`src/rtl/ring_xfer_ctrl.sv`:
```
// ring_xfer_ctrl -- per-cluster transfer sequencer between the slide unit and
// its ring router.
//
// Accepts one inter-cluster slide/reduction command at a time. It tags the slide
// unit's outgoing beats with source/destination cluster and gates them against a
// credit budget of beats in flight. It also counts beats arriving from the ring
// for this cluster, and pulses done_o once both directions of the command are
// complete.
//
// Ports:
//   clk_i, rst_i                 clock, asynchronous active-high reset
//   cluster_id_i, num_clusters_i this cluster's id, log2 of the ring size
//   cmd_valid_i / cmd_ready_o    command handshake (offset, tx beats, rx beats)
//   data_i, data_valid_i / data_ready_o   slide unit payload
//   ring_o, ring_valid_o / ring_ready_i   tagged beat to router sldu_i
//   credit_i                     one pulse per beat consumed at the destination
//   rx_valid_i, rx_ready_i       monitored router sldu_o handshake
//   done_o, err_o                one-cycle completion / error pulses
//   perf_stall_o                 stall cycle counter
//
// Optional feature macro: RING_XFER_CTRL_PERF_EN enables the stall counter;
// without it perf_stall_o is tied to zero.
//
// Handshakes: a transfer happens on a rising clk edge where valid and ready
// are both high. Valid never depends on ready. Once raised, valid holds until
// the transfer, as long as the upstream source keeps its own valid high.

package ring_xfer_pkg;
  localparam int unsigned ClusterIdWidth  = 4;
  localparam int unsigned NumClusterWidth = 3;
  localparam int unsigned ElenWidth       = 64;

  typedef logic [ClusterIdWidth-1:0]  id_cluster_t;
  typedef logic [NumClusterWidth-1:0] num_cluster_t;
  typedef logic [ElenWidth-1:0]       elen_t;

  typedef struct packed {
    elen_t       data;
    id_cluster_t src_cluster;
    id_cluster_t dst_cluster;
  } remote_data_t;
endpackage

module ring_xfer_ctrl
  import ring_xfer_pkg::*;
#(
  parameter int unsigned NumCredits = 4,
  parameter int unsigned CntWidth   = 16
) (
  input  logic                clk_i,
  input  logic                rst_i,
  input  id_cluster_t         cluster_id_i,
  input  num_cluster_t        num_clusters_i,
  input  logic                cmd_valid_i,
  output logic                cmd_ready_o,
  input  id_cluster_t         cmd_offset_i,
  input  logic [CntWidth-1:0] cmd_tx_beats_i,
  input  logic [CntWidth-1:0] cmd_rx_beats_i,
  input  elen_t               data_i,
  input  logic                data_valid_i,
  output logic                data_ready_o,
  output remote_data_t        ring_o,
  output logic                ring_valid_o,
  input  logic                ring_ready_i,
  input  logic                credit_i,
  input  logic                rx_valid_i,
  input  logic                rx_ready_i,
  output logic                done_o,
  output logic                err_o,
  output logic [31:0]         perf_stall_o
);

  localparam int unsigned CredWidth = $clog2(NumCredits + 1);
  localparam int unsigned IdWidth   = ClusterIdWidth;

  typedef enum logic [1:0] {
    ST_IDLE,
    ST_RUN,
    ST_DRAIN,
    ST_DONE
  } state_e;

  state_e                state_q, state_d;
  logic [CntWidth-1:0]   tx_cnt_q, tx_cnt_d;
  logic [CntWidth-1:0]   rx_cnt_q, rx_cnt_d;
  logic [CredWidth-1:0]  credits_q, credits_d;
  id_cluster_t           dst_q, dst_d;
  logic                  err_q, err_d;

  logic                  send_allowed;
  logic                  send;
  logic                  rx_beat;
  logic                  cmd_hs;
  logic                  credits_full;
  logic [IdWidth:0]      ring_mask;
  id_cluster_t           dst_new;

  // Outputs derived from registered state only, except the beat path which
  // passes combinationally; the router's spill registers cut that path.
  assign cmd_ready_o  = (state_q == ST_IDLE);
  assign done_o       = (state_q == ST_DONE);
  assign err_o        = err_q;
  assign send_allowed = (state_q == ST_RUN) && (tx_cnt_q != '0) && (credits_q != '0);
  assign ring_valid_o = data_valid_i & send_allowed;
  assign data_ready_o = ring_ready_i & send_allowed;
  assign ring_o       = '{data: data_i, src_cluster: cluster_id_i, dst_cluster: dst_q};

  assign send         = ring_valid_o & ring_ready_i;
  assign rx_beat      = rx_valid_i & rx_ready_i;
  assign cmd_hs       = cmd_valid_i & cmd_ready_o;
  assign credits_full = (credits_q == CredWidth'(NumCredits));

  // Destination is computed one bit wider and masked to the ring size, so the
  // modular distance wraps around the ring.
  assign ring_mask = ((IdWidth + 1)'(1) << num_clusters_i) - (IdWidth + 1)'(1);
  assign dst_new   = id_cluster_t'(({1'b0, cluster_id_i} + {1'b0, cmd_offset_i}) & ring_mask);

  always_comb begin
    state_d   = state_q;
    tx_cnt_d  = tx_cnt_q;
    rx_cnt_d  = rx_cnt_q;
    credits_d = credits_q;
    dst_d     = dst_q;
    err_d     = 1'b0;

    // Credits are tracked in every state. A send and a returned credit in the
    // same cycle cancel out; a credit beyond the budget is dropped and flagged.
    if (send && !credit_i) begin
      credits_d = credits_q - CredWidth'(1);
    end else if (!send && credit_i) begin
      if (credits_full) begin
        err_d = 1'b1;
      end else begin
        credits_d = credits_q + CredWidth'(1);
      end
    end

    unique case (state_q)
      ST_IDLE: begin
        if (cmd_hs) begin
          rx_cnt_d = cmd_rx_beats_i;
          dst_d    = dst_new;
          // A self-send would loop the whole ring: drop the transmit half.
          if (dst_new == cluster_id_i) begin
            tx_cnt_d = '0;
            err_d    = 1'b1;
          end else begin
            tx_cnt_d = cmd_tx_beats_i;
          end
          state_d = ST_RUN;
        end
      end
      ST_RUN: begin
        if (send) begin
          tx_cnt_d = tx_cnt_q - CntWidth'(1);
        end
        if (rx_beat && (rx_cnt_q != '0)) begin
          rx_cnt_d = rx_cnt_q - CntWidth'(1);
        end
        if (tx_cnt_q == '0) begin
          state_d = ST_DRAIN;
        end
      end
      ST_DRAIN: begin
        if (rx_beat && (rx_cnt_q != '0)) begin
          rx_cnt_d = rx_cnt_q - CntWidth'(1);
        end
        if ((rx_cnt_q == '0) && credits_full) begin
          state_d = ST_DONE;
        end
      end
      ST_DONE: begin
        state_d = ST_IDLE;
      end
      default: begin
        state_d = ST_IDLE;
      end
    endcase
  end

  always_ff @(posedge clk_i or posedge rst_i) begin
    if (rst_i) begin
      state_q   <= ST_IDLE;
      tx_cnt_q  <= '0;
      rx_cnt_q  <= '0;
      credits_q <= CredWidth'(NumCredits);
      dst_q     <= '0;
      err_q     <= 1'b0;
    end else begin
      state_q   <= state_d;
      tx_cnt_q  <= tx_cnt_d;
      rx_cnt_q  <= rx_cnt_d;
      credits_q <= credits_d;
      dst_q     <= dst_d;
      err_q     <= err_d;
    end
  end

`ifdef RING_XFER_CTRL_PERF_EN
  // A stall is a cycle where the slide unit offers a beat the command still
  // needs, but it cannot leave for lack of credit or router backpressure.
  logic        stall_cond;
  logic [31:0] stall_q, stall_d;

  assign stall_cond = (state_q == ST_RUN) && data_valid_i && (tx_cnt_q != '0) &&
                      ((credits_q == '0) || !ring_ready_i);

  always_comb begin
    stall_d = stall_q;
    if (cmd_hs) begin
      stall_d = '0;
    end else if (stall_cond && (stall_q != '1)) begin
      stall_d = stall_q + 32'd1;
    end
  end

  always_ff @(posedge clk_i or posedge rst_i) begin
    if (rst_i) begin
      stall_q <= '0;
    end else begin
      stall_q <= stall_d;
    end
  end

  assign perf_stall_o = stall_q;
`else
  assign perf_stall_o = '0;
`endif

endmodule

```
`config.mk`:
```
export PLATFORM = sky130hd
export DESIGN_NAME = ring_xfer_ctrl
export DESIGN_NICKNAME = d
export VERILOG_FILES = /design/src/rtl/ring_xfer_ctrl.sv
export SDC_FILE = /design/constraint.sdc
export NUM_CORES = 1
export LEC_CHECK = 0
export BUFFER_PORTS_ARGS = -buffer_cell sky130_fd_sc_hd__buf_4
export CAP_MARGIN = 30
export CORE_UTILIZATION = 45
export CTS_BUF_LIST = sky130_fd_sc_hd__clkbuf_4
export DETAILED_ROUTE_END_ITERATION = 10
export GPL_TIMING_DRIVEN = 0
export PLACE_DENSITY = 0.83
export SLEW_MARGIN = 5
export SYNTH_ARGS = -nofsm -noshare
export SYNTH_HDL_FRONTEND = slang
export SYNTH_SLANG_ARGS = --single-unit
```
`constraint.sdc`:
```
create_clock -name clk_i -period 3.1 [get_ports clk_i]
set_input_delay 0.155 -clock clk_i [delete_from_list [all_inputs] [get_ports clk_i]]
set_output_delay 0.155 -clock clk_i [all_outputs]
set_load 0.005 [all_outputs]
```
Word-level counts from Yosys, hierarchy flattened

Index checks and enable logic that the tools add are counted.

Add/subtract/negate cells: 6
Multiply operators: 0
Divide/modulo/power cells: 0
Order comparisons: 0
Equality and inequality tests: 11
Shift-type cells: 1
Mux-type cells: 20
Bitwise operators: 6
Reductions and logical operators: 23

Operators by type and width:

| operator                | number |
|---|---|
| $mux W16                | 5 |
| $pmux W16 S2            | 2 |
| $logic_not A16 Y1       | 2 |
| $reduce_bool A16 Y1     | 2 |
| $sub A16 B1 Y16 const B | 2 |
| $mux W3                 | 3 |
| $reduce_and A3 Y1       | 3 |
| $ne A2 B1 Y1 const B    | 4 |
| $pmux W2 S4             | 1 |
| $logic_and A1 B1 Y1     | 6 |
| $mux W1                 | 6 |
| $mux W2                 | 3 |
| $reduce_bool A2 Y1      | 3 |
| $and A1 B1 Y1           | 5 |
| $add A4 B4 Y4           | 1 |
| $and A4 B4 Y4           | 1 |
| $eq A2 B2 Y1 const B    | 2 |
| $eq A4 B4 Y1            | 1 |
| $ne A2 B2 Y1 const B    | 2 |
| $reduce_and A2 Y1       | 2 |
| $shl A1 B3 Y4 const A   | 1 |
| $sub A4 B2 Y4 const B   | 1 |
| $add A3 B1 Y3 const B   | 1 |
| $eq A3 B3 Y1 const B    | 1 |
| 6 further kinds         | 7 |

Flip-flop bits (word level): 42
Bits in latches: 0
Memory bits (writable): 0
Bits in read-only memories: 0
Output and inout bits: 109
Word-level logic and storage cells: 73
Memories: 0

Logic depth before layout (Yosys ltp)

Gate-level depths: netlist (run 1).

Depth after elaboration: 12
Mapped depth: 13
Depth with buffers taken out: 12

Least setup slack after synthesis (run 1)

No wires, ideal clock.

Path kind: reg-to-reg
Start: register tx_cnt_q[4]
End: register credits_q[2]
Library setup time: 75 ps
Arrival: 2500 ps
Data required time: 3025 ps
Slack: 524 ps
Stages on the path, launching flop included: 13
Cells stage by stage: dfrtp_1 > nor4_2 > nand4b_2 > buf_6 > o21a_1 > and3_1 > ha_1 > xor2_1 > ha_1 > a21oi_1 > xnor2_1 > nand2_1 > xnor2_1

Cells in the longest elaborated chain, start to end: 9
Elaborated cells between the ends (all ways): 12
Classes of those cells: 1 x eq/ne; 1 x mux; 2 x bitwise; 8 x reduce/logical

RTL lines:

| item                                  | line | RTL |
|---|---|---|
| start: declaration                    | 84   | `logic [CntWidth-1:0] tx_cnt_q, tx_cnt_d;` |
| start signal: assignment              | 191  | `tx_cnt_q <= tx_cnt_d;` |
| $reduce_bool A16 Y1 (*)               | 103  | `assign send_allowed = (state_q == ST_RUN) && (tx_cnt_q != '0) && (credits_q != '0);` |
| $logic_and A1 B1 Y1 (*) (2 in series) | 103  |  |
| $and A1 B1 Y1 (*)                     | 104  | `assign ring_valid_o = data_valid_i & send_allowed;` |
| $and A1 B1 Y1 (*)                     | 108  | `assign send = ring_valid_o & ring_ready_i;` |
| $logic_not A1 Y1                      | 130  | `end else if (!send && credit_i) begin` |
| $logic_and A1 B1 Y1                   | 130  |  |
| $reduce_bool A2 Y1 (no line)          | n/a  |  |
| $reduce_and A2 Y1 (no line)           | n/a  |  |
| end signal: assignment                | 186  | `credits_q <= CredWidth'(NumCredits);` |
| end signal: assignment                | 193  | `credits_q <= credits_d;` |
| end: declaration                      | 86   | `logic [CredWidth-1:0] credits_q, credits_d;` |

Mark *: on every way between the ends. The rest lies on a longest branch, timed or not.
A chain may end at the register's enable or synchronous reset.

Worst setup path after layout (run 1)

Ends and elaborated chain as after synthesis.

==> impl_metrics.env, run 1 <==
export IMPL_ys_types=65
export IMPL_syn_cell_area_um2=3720
export IMPL_slew_violations=0
export IMPL_yosys_area_top_type="dfrtp_1"
export IMPL_initial_utilization_pct=47.4
export IMPL_cp_required_ns=3.40
export IMPL_critPathLaunchType="register"
export IMPL_antenna_found_initial=0
export IMPL_drc=0
export IMPL_status="finished clean"
export IMPL_final_common_cell="buf_4"
export IMPL_detail_route_wl_per_cell_um=13.5
export IMPL_setup_tns_ns=0
export IMPL_p_per_area_nw_per_um2=699
export IMPL_routed_via_density=5.15
export IMPL_min_delay_start="cmd_tx_beats_i[3]"
export IMPL_fin_nets=737
export IMPL_yosysWarnings=0
export IMPL_grt_start_max_net_pins=33
export IMPL_min_period_ns=2.86
export IMPL_hpwlAfterDp_mm=7.65
export IMPL_synth_seq_cells=42
export IMPL_clk_pin_slew_ns=0.15
export IMPL_hp_class="in -> reg"
export IMPL_critPathArrivalTime_ns=3.16
export IMPL_ys_async_sr_fraction_pct=100
export IMPL_syn_avg_cell_area_um2=8.55
export IMPL_rsz0062_at_grt="no"
export IMPL_period_share_pct=92.3
export IMPL_regToRegStartpoint="tx_cnt_q[4]"
export IMPL_maxCapViolCount=0
export IMPL_clock_skew_ns=0.0176
export IMPL_cts_sinks=42
export IMPL_diodes=0
export IMPL_drive_gt1_share_pct=42.6
export IMPL_cts_buffers=5
export IMPL_die_area_um2=8630
export IMPL_fmax_ghz=0.350
export IMPL_cts_setup_buffers=0
export IMPL_hold_viol=0
export IMPL_io_pins=224
export IMPL_yosys_most_used_dff="dfrtp_1"
export IMPL_dp_slack_ns=0.283
export IMPL_ctsHtreeMaxLevel=2
export IMPL_ant_nets=0
export IMPL_synth_yosys_seq_area_share_pct=28.3
export IMPL_total_power_w=0.00353
export IMPL_cp_end_kind="register"
export IMPL_syn_inst=435
export IMPL_cellLeakagePower_nw=2.53
export IMPL_dr_pass1_iters=5
export IMPL_final_cell_mix="228 x buf_4, 41 x dfrtp_1, 35 x nand2_1"
export IMPL_critPathLaunch="tx_cnt_q[4]"
export IMPL_grt_pass1_wl_mm=14.9
export IMPL_final_core_util_pct=64.4
export IMPL_clock_path_buffers=2
export IMPL_vias=3660
export IMPL_gp_congestion=0.844
export IMPL_synth_edf_count=0
export IMPL_grt_usage_pct=21.6
export IMPL_root_buffer="clkbuf_4"
export IMPL_drt_initial_drc_count=237
export IMPL_slew_headroom_pct=62.0
export IMPL_insertion_delay_ns=0.36
export IMPL_coreArea_um2=7850
export IMPL_routed_wl_mm=9.56
export IMPL_cts_tree="yes"
export IMPL_tightest_slew_ns=0.568
export IMPL_area_growth_pct=35.9
export IMPL_overflow=0
export IMPL_die_height_um=92.9
export IMPL_setup_viol=0
export IMPL_yosys_top_cells_area="dfrtp_1 28%, buf_4 20%, ha_1 4.7%"
export IMPL_rows=32
export IMPL_die_x_um=92.9
export IMPL_crit_fanout=10
export IMPL_port_buffers=127
export IMPL_fin_ws_ns=0.239
export IMPL_path_class="reg -> reg"
export IMPL_netlist_area_leader_share_pct=27.6
export IMPL_ir_drop_uv=343
export IMPL_grt_pass1_vias=3374
[path summary, 6_finish.rpt]
| path | depth (start not counted) | to | slack, ns |
|---|---|---|---|
| max in group asynchronous | 4 | credits_q[2] | 2.30 |
| setup reg to reg | 12 | credits_q[2] | 0.24 |
| min in group asynchronous | 3 | rx_cnt_q[2] | 0.29 |
| hold / removal | 2 | tx_cnt_q[3] | 0.008 |
| setup / recovery | 12 | credits_q[2] | 0.24 |
| hold reg to reg | 1 | credits_q[2] | 0.52 |
[repair_timing]
action / 4_1_cts / 5_1_grt
hold buffers: 5 / 1
endpoints found under the hold margin: 14 / 1
resized for setup: 0 / 0
endpoints found under the setup margin: 0 / 0
[critical path, cell delays in order (launching register included)]
cell	delay, ns
dfrtp_1	0.46
nor4_2	0.43
nand4b_2	0.22
buf_6	0.19
o21a_1	0.20
and3_1	0.22
ha_1	0.23
xor2_1	0.15
ha_1	0.19
a21oi_1	0.14
xnor2_1	0.13
nand2_1	0.08
xnor2_1	0.14
[power breakdown]
part | switching [W] | internal [W] | total (W) | leakage (nW)
sequential | 0.000316 | 0.000832 | 0.00115 | 0.493
clock | 0.000198 | 0.0000886 | 0.000287 | 0.0312
combinational | 0.00114 | 0.000962 | 0.00210 | 2.00
total | 0.00165 | 0.00188 | 0.00353 | 2.53
[synth_stat cells (6+ instances only)]
cell,n
mux2i_1,7
inv_1,17
clkbuf_1,7
nand2_1,35
nand2b_1,8
xnor2_1,6
nand3_1,12
a21oi_1,21
buf_4,101
nor2_1,21
ha_1,14
a221o_1,13
o21ai_0,24
dfrtp_1,41
[metrics by stage]
stage | area, um^2 | hold WS [ns] | instances
floorplan | 3840 | 0.279 | 466
global placement | 4920 | 0.373 | 695
detailed placement | 4940 | 0.120 | 696
CTS | 5050 | 0.000297 | 709
global route | 5060 | 0.00312 | 710
finish | 5060 | 0.00775 | 710
[cell type report]
type	instances	area, um^2
flip-flops and latches	42	1050
inverters	17	63.8
clock inverters	3	21.3
repair buffers	134	1030
fillers	662	2790
well taps	102	128
plain buffers	116	828
clock buffers	5	37.5
multi-input cells	291	1890
[routing by layer]
layer | vias to the layer above | GRT usage [%] | part of all wire, %
li1 | 1767 | - | -
met1 | 1660 | 25.7 | 39
met2 | 216 | 39.2 | 52
met3 | 17 | 2.46 | 8.0
met4 | 0 | 8.46 | 1.9
met5 | - | 0 | 0
[registers in the layout (all words and copies together), names as in the netlist]
signal and flops:
rx_cnt_q 16, tx_cnt_q 16, dst_q 4, credits_q 3, state_q 2, err_o 1
[cell families (layout without fill, tap and decap cells)]
| logic type | after synthesis | after routing | synth area share [%] |
|---|---|---|---|
| AOI/OAI and AO/OA | 108 | 108 | 20.3 |
| xor gates and xnor gates | 9 | 9 | 2.12 |
| adders and majority gates | 15 | 15 | 5.25 |
| buffers and inverters | 133 | 275 | 24.0 |
| DFF | 42 | 42 | 28.3 |
| muxes | 8 | 8 | 2.19 |
| other | 1 | 32 | 0.101 |
| and+or+nand+nor | 119 | 119 | 17.8 |
(Power assumes the default switching activity.)
==> run 2: changes to the inputs <==
--- a/config.mk
+++ b/config.mk
@@ -5,13 +5,15 @@
 export SDC_FILE = /design/constraint.sdc
 export NUM_CORES = 1
 export LEC_CHECK = 0
+export ABC_AREA = 1
 export BUFFER_PORTS_ARGS = -buffer_cell sky130_fd_sc_hd__buf_4
 export CAP_MARGIN = 30
-export CORE_UTILIZATION = 45
+export CORE_UTILIZATION = 47
 export CTS_BUF_LIST = sky130_fd_sc_hd__clkbuf_4
 export DETAILED_ROUTE_END_ITERATION = 10
 export GPL_TIMING_DRIVEN = 0
-export PLACE_DENSITY = 0.83
+export PLACE_DENSITY = 0.84
+export SKIP_CTS_REPAIR_TIMING = 1
 export SLEW_MARGIN = 5
 export SYNTH_ARGS = -nofsm -noshare
 export SYNTH_HDL_FRONTEND = slang
==> impl_metrics.env, run 2 <==
export IMPL_rows=33
export IMPL_seqPwrFrac_pct=27.1
export IMPL_overflow=0
export IMPL_syn_avg_cell_area_um2=6.49
export IMPL_yosys_top_cells_count="207 x nand2_1, 102 x buf_4, 74 x inv_1"
export IMPL_yosysMostFrequentCell="nand2_1"
export IMPL_grt_usage_pct=20.4
export IMPL_final_common_cell="buf_4"
export IMPL_path_class="reg -> reg"
export IMPL_hp_class="in -> reg"
export IMPL_cpMaxStageDelayCell="dfrtp_1"
export IMPL_slew_headroom_pct=60.7
export IMPL_p_per_area_nw_per_um2=758
export IMPL_hold_end="rx_cnt_q[12]"
export IMPL_grt_pass1_vias=3602
export IMPL_tightest_slew_ns=0.589
export IMPL_regArea_um2=1050
export IMPL_final_cell_mix="229 x buf_4, 207 x nand2_1, 73 x inv_1"
export IMPL_holdPathStages=5
export IMPL_dp_slack_ns=0.554
export IMPL_min_delay_start="cmd_rx_beats_i[12]"
export IMPL_cts_sinks=42
export IMPL_vias=4170
export IMPL_critPathLaunchType="register"
export IMPL_coreArea_um2=8300
export IMPL_gp_congestion=0.915
export IMPL_synth_edf_count=0
export IMPL_hold_viol=0
export IMPL_cellLeakagePower_nw=3.22
export IMPL_insertion_delay_ns=0.36
export IMPL_yosys_area_top_type="dfrtp_1"
export IMPL_syn_cell_area_um2=4080
export IMPL_die_area_um2=9050
export IMPL_fin_ws_ns=0.492
export IMPL_netlist_area_leader_share_pct=25.2
export IMPL_r2r_end="credits_q[2]"
export IMPL_critPathArrivalTime_ns=2.89
export IMPL_grt_pass1_wl_mm=14.9
export IMPL_final_core_util_pct=64.7
export IMPL_rsz0062_at_grt="no"
export IMPL_yosys_top_cells_area="dfrtp_1 25%, nand2_1 19%, buf_4 19%"
export IMPL_drive_gt1_share_pct=32.9
export IMPL_drc=0
export IMPL_dr_pass1_iters=4
export IMPL_antenna_found_initial=0
export IMPL_initial_utilization_pct=49.1
export IMPL_cts_tree="yes"
export IMPL_power_frac_clock_pct=7.4
export IMPL_dr_wl_met2_mm=4.76
export IMPL_detail_route_wl_per_cell_um=10.8
export IMPL_yosysWarnings=0
export IMPL_fillCellCount=763
export IMPL_crit_chain="inv_1 > ha_1 > nand3_2 > nor2_2 > nand2_2 > nand4_2 > nor2_4 > ha_1 > xor2_1 > ha_1 > a21oi_1 > xor2_1 > nor2_1 > xor2_1"
export IMPL_root_buffer="clkbuf_4"
export IMPL_area_growth_pct=31.7
export IMPL_wl_met1_mm=3.99
export IMPL_ir_drop_uv=347
export IMPL_ff2ff_setup_slack_ns=0.49
export IMPL_min_period_ns=2.61
export IMPL_clock_skew_ns=0.0149
export IMPL_yosys_most_used_dff="dfrtp_1"
export IMPL_routed_via_density=4.63
export IMPL_multi_input_comb_area_um2=2010
export IMPL_intPower_w=0.00203
export IMPL_slowest_delay_ns=0.40
export IMPL_maxCapViolCount=0
export IMPL_ctsHtreeMaxLevel=2
export IMPL_port_buffers=127
export IMPL_drt_initial_drc_count=147
export IMPL_met3_length_um=799
export IMPL_cp_required_ns=3.38
export IMPL_slew_violations=0
export IMPL_fmax_ghz=0.384
export IMPL_reg2reg_depth=14
export IMPL_period_share_pct=84.1
export IMPL_hpwlAfterDp_mm=7.68
export IMPL_dpl_instance_area_um2=5300
export IMPL_fin_nets=925
export IMPL_topRoutingLayerUsed="met4"
export IMPL_crit_buf_inv=1
export IMPL_setup_tns_ns=0
export IMPL_cp_top_family="simple AND/OR/NAND/NOR gates"
export IMPL_diodes=0
export IMPL_routed_wl_mm=9.69
export IMPL_p_sw_share_pct=50.1
export IMPL_syn_inst=628
export IMPL_reg_largest_list="rx_cnt_q (16), tx_cnt_q (16), dst_q (4)"
export IMPL_ys_async_sr_fraction_pct=100
export IMPL_combinationalPowerShare_pct=65.5
export IMPL_status="finished clean"
export IMPL_final_area_um2=5370
export IMPL_final_cells=901
export IMPL_synth_yosys_seq_area_share_pct=25.8
export IMPL_grt_start_max_net_pins=25
export IMPL_cts_buffers=5
export IMPL_crit_fanout=5
export IMPL_clock_path_buffers=2
export IMPL_clk_pin_slew_ns=0.13
export IMPL_synth_seq_cells=42
export IMPL_ys_types=36
export IMPL_die_x_um=95.1
export IMPL_regToRegStartpoint="tx_cnt_q[0]"
export IMPL_placedCellCount=892
export IMPL_p_switching_w=0.00204
export IMPL_setup_viol=0
export IMPL_die_height_um=95.1
export IMPL_io_pins=224
export IMPL_ant_nets=0
export IMPL_cp_end_kind="register"
run 2: cell types whose count changed in the layout (fill, tap and decap cells not counted), moves of 6 or more:
cell	change
nand2_1	+172
inv_1	+57
nor2_1	+39
nand3_1	+16
a221o_1	-13
a21oi_1	-9
nand2b_1	-8
mux2i_1	-6
run 2: worst max-delay path by stage:
| stage | startpoint | slack, ns | end | depth (start not counted) |
|---|---|---|---|---|
| 2_1_floorplan | tx_cnt_q[0] | 0.85 | credits_q[2] | 14 |
| 3_3_place_gp | tx_cnt_q[0] | 0.65 | credits_q[2] | 14 |
| 3_5_place_dp | tx_cnt_q[0] | 0.55 | credits_q[2] | 14 |
| 4_1_cts | tx_cnt_q[0] | 0.53 | credits_q[2] | 14 |
| 5_1_grt | tx_cnt_q[0] | 0.30 | credits_q[2] | 14 |
| 6_report | tx_cnt_q[0] | 0.49 | credits_q[2] | 14 |
run 2: layout make-up:
cell class | instances | area share [%]
well taps | 105 | 2.45
flip-flops and latches | 42 | 19.6
inverters | 76 | 5.32
multi-input cells | 428 | 37.5
clock buffers | 8 | 1.12
repair buffers | 129 | 18.3
plain buffers | 113 | 15.7
run 2: cell families (layout without fill, tap and decap cells):
group	count (synthesis)	in the layout	synth area share, %
buffers and inverters	189	326	27.7
flip-flops	42	42	25.8
AO/OA/AOI/OAI	43	43	5.96
AND/OR/NAND/NOR	327	327	33.3
XOR/XNOR	10	10	2.15
other	1	32	0.0920
multiplexers	1	1	0.246
adder cells (fa/ha/maj)	15	15	4.79
run 2: stage by stage:
stage | power (W) | hold slack (ns)
2_1_floorplan | 0.00303 | 0.338
3_3_place_gp | 0.00362 | 0.452
3_5_place_dp | 0.00375 | 0.195
4_1_cts | 0.00406 | -0.205
5_1_grt | 0.00450 | 0.0856
6_report | 0.00407 | 0.0867
run 2: per-layer routing:
metal  track usage [%]  vias to the layer above
li1                  -                     2123
met3              3.51                       15
met5                 0                        -
met1              24.4                     1834
met4              6.94                        0
met2              36.7                      198
run 2: power groups by stage:
stage          registers (W)  logic, W  clock network, W
6_report             0.00110   0.00266          0.000302
3_5_place_dp         0.00110   0.00265                 0
2_1_floorplan        0.00104   0.00199                 0
5_1_grt              0.00114   0.00304          0.000326
3_3_place_gp         0.00108   0.00254                 0
4_1_cts              0.00109   0.00266          0.000306
run 2: worst register-to-register path: cells and delay by family, from the launching register on:
| kind | cells | cell delay (ns) |
|---|---|---|
| compound gates | 1 | 0.19 |
| xor+xnor | 3 | 0.49 |
| fa+ha+maj | 3 | 0.62 |
| buf+inv | 1 | 0.10 |
| flops | 1 | 0.40 |
| simple gates | 6 | 0.76 |
==> run 3: changes to the inputs <==
--- a/config.mk
+++ b/config.mk
@@ -5,14 +5,14 @@
 export SDC_FILE = /design/constraint.sdc
 export NUM_CORES = 1
 export LEC_CHECK = 0
-export ABC_AREA = 1
+export ABC_AREA = 0
 export BUFFER_PORTS_ARGS = -buffer_cell sky130_fd_sc_hd__buf_4
 export CAP_MARGIN = 30
-export CORE_UTILIZATION = 47
+export CORE_UTILIZATION = 45
 export CTS_BUF_LIST = sky130_fd_sc_hd__clkbuf_4
 export DETAILED_ROUTE_END_ITERATION = 10
 export GPL_TIMING_DRIVEN = 0
-export PLACE_DENSITY = 0.84
+export PLACE_DENSITY = 0.83
 export SKIP_CTS_REPAIR_TIMING = 1
 export SLEW_MARGIN = 5
 export SYNTH_ARGS = -nofsm -noshare
==> constraint.sdc (replaced) <==
create_clock -name clk_i -period 2.42 [get_ports clk_i]
set_input_delay 0.121 -clock clk_i [delete_from_list [all_inputs] [get_ports clk_i]]
set_output_delay 0.121 -clock clk_i [all_outputs]
set_load 0.005 [all_outputs]
==> impl_metrics.env, run 3 (synthesized netlist as in run 1, its figures left out) <==
export IMPL_final_cell_mix="238 x buf_4, 37 x dfrtp_1, 34 x nand2_1"
export IMPL_io_pins=224
export IMPL_p_per_area_nw_per_um2=905
export IMPL_fin_ws_ns=-0.121
export IMPL_setup_viol=1
export IMPL_setup_tns_ns=-0.121
export IMPL_diodes=0
export IMPL_slew_headroom_pct=65.1
export IMPL_cts_buffers=5
export IMPL_status="complete, but fails checks"
export IMPL_coreArea_um2=7850
export IMPL_area_growth_pct=42.5
export IMPL_cp_end_kind="register"
export IMPL_cts_sinks=42
export IMPL_reg_largest_list="rx_cnt_q (16), tx_cnt_q (16), dst_q (4)"
export IMPL_dr_pass1_iters=5
export IMPL_grt_usage_pct=22.1
export IMPL_die_area_um2=8630
export IMPL_holdPathStages=2
export IMPL_ant_nets=0
export IMPL_reg2reg_depth=12
export IMPL_crit_chain="nor4_4 > nand4b_4 > buf_6 > o21a_1 > and3_4 > ha_4 > xor2_1 > ha_2 > a21oi_2 > xnor2_1 > nand2_1 > xnor2_1"
export IMPL_total_power_w=0.00480
export IMPL_crit_fanout=4
export IMPL_root_buffer="clkbuf_4"
export IMPL_die_x_um=92.9
export IMPL_overflow=0
export IMPL_violations="negative hold slack, negative setup slack"
export IMPL_ctsHtreeMaxLevel=2
export IMPL_placedCellCount=696
export IMPL_drive_gt1_share_pct=45.7
export IMPL_rows=32
export IMPL_path_class="reg -> reg"
export IMPL_dp_slack_ns=-0.196
export IMPL_rsz0062_at_grt="yes"
export IMPL_wl_met1_mm=3.85
export IMPL_grt_start_max_net_pins=23
export IMPL_grt_pass1_wl_mm=15.4
export IMPL_hpwlAfterDp_mm=7.58
export IMPL_initial_utilization_pct=47.4
export IMPL_routed_via_density=5.22
export IMPL_slew_violations=0
export IMPL_drt_initial_drc_count=254
export IMPL_clock_path_buffers=2
export IMPL_antenna_found_initial=0
export IMPL_hold_viol=3
export IMPL_cellLeakagePower_nw=2.63
export IMPL_cpMaxStageDelayCell="dfrtp_2"
export IMPL_final_common_cell="buf_4"
export IMPL_critPathLaunchType="register"
export IMPL_maxCapViolCount=0
export IMPL_die_height_um=92.9
export IMPL_drc=0
export IMPL_detail_route_wl_per_cell_um=14.0
export IMPL_hp_class="in -> reg"
export IMPL_port_buffers=127
export IMPL_fillCellCount=620
export IMPL_final_cells=726
export IMPL_cts_tree="yes"
export IMPL_hold_ws_ns=-0.0140
export IMPL_min_period_ns=2.54
export IMPL_met3_length_um=882
export IMPL_fin_nets=753
export IMPL_cp_required_ns=2.71
export IMPL_fmax_ghz=0.394
export IMPL_dr_wl_met2_mm=5.21
export IMPL_gp_congestion=0.866
export IMPL_ir_drop_uv=439
export IMPL_final_core_util_pct=67.6
export IMPL_critPathArrivalTime_ns=2.83
export IMPL_topRoutingLayerUsed="met4"
export IMPL_insertion_delay_ns=0.37
export IMPL_slowest_delay_ns=0.46
export IMPL_cp_common_cell="xnor2_1"
export IMPL_period_share_pct=105
export IMPL_routed_wl_mm=10.2
export IMPL_tightest_slew_ns=0.524
export IMPL_grt_pass1_vias=3457
export IMPL_clock_skew_ns=0.0201
export IMPL_clk_pin_slew_ns=0.13
export IMPL_vias=3789
-- run 3: layer usage --
layer	track usage [%]	up-vias
met5	0	-
met4	8.33	0
met3	4.19	26
met2	39.9	234
met1	25.7	1731
li1	-	1798
-- run 3: metrics by stage --
| step | area, um^2 | hold slack (ns) |
|---|---|---|
| 4_1_cts | 5040 | -0.223 |
| 2_1_floorplan | 3870 | 0.245 |
| 6_report | 5300 | -0.0140 |
| 3_5_place_dp | 4980 | 0.185 |
| 3_3_place_gp | 4960 | 0.334 |
| 5_1_grt | 5300 | 0.000433 |
-- run 3: worst paths after layout --
kind | start | endpoint | slack (ns)
setup / recovery | tx_cnt_q[4] | credits_q[2] | -0.12
hold / removal | cmd_tx_beats_i[5] | tx_cnt_q[5] | -0.01
setup reg to reg | tx_cnt_q[4] | credits_q[2] | -0.12
hold reg to reg | dst_q[1] | dst_q[1] | 0.50
max in group asynchronous | rst_i | credits_q[2] | 1.52
min in group asynchronous | rst_i | rx_cnt_q[2] | 0.33
-- run 3: final cells by class --
type,count,area (um^2),area share [%]
buffer,115,827,15.6
timing repair buffer,151,1190,22.4
sequential,42,1060,19.9
multi-input combinational,291,1980,37.4
inverter,17,63.8,1.20
clock buffer,5,37.5,0.708
tap,102,128,2.41
clock inverter,3,21.3,0.401
-- run 3: worst max-delay path, delay by kind of cell, from the launching register on --
kind / cells / cell delay (ns)
AND/OR/NAND/NOR: 4 / 0.80
flip-flops: 1 / 0.46
XOR/XNOR: 3 / 0.41
adder cells (fa/ha/maj): 2 / 0.34
AO/OA/AOI/OAI: 2 / 0.31
buffers and inverters: 1 / 0.15
-- run 3: power by group --
part,total [W],switching [W],internal (W)
clock,0.000369,0.000255,0.000113
combinational,0.00291,0.00156,0.00135
sequential,0.00152,0.000446,0.00107
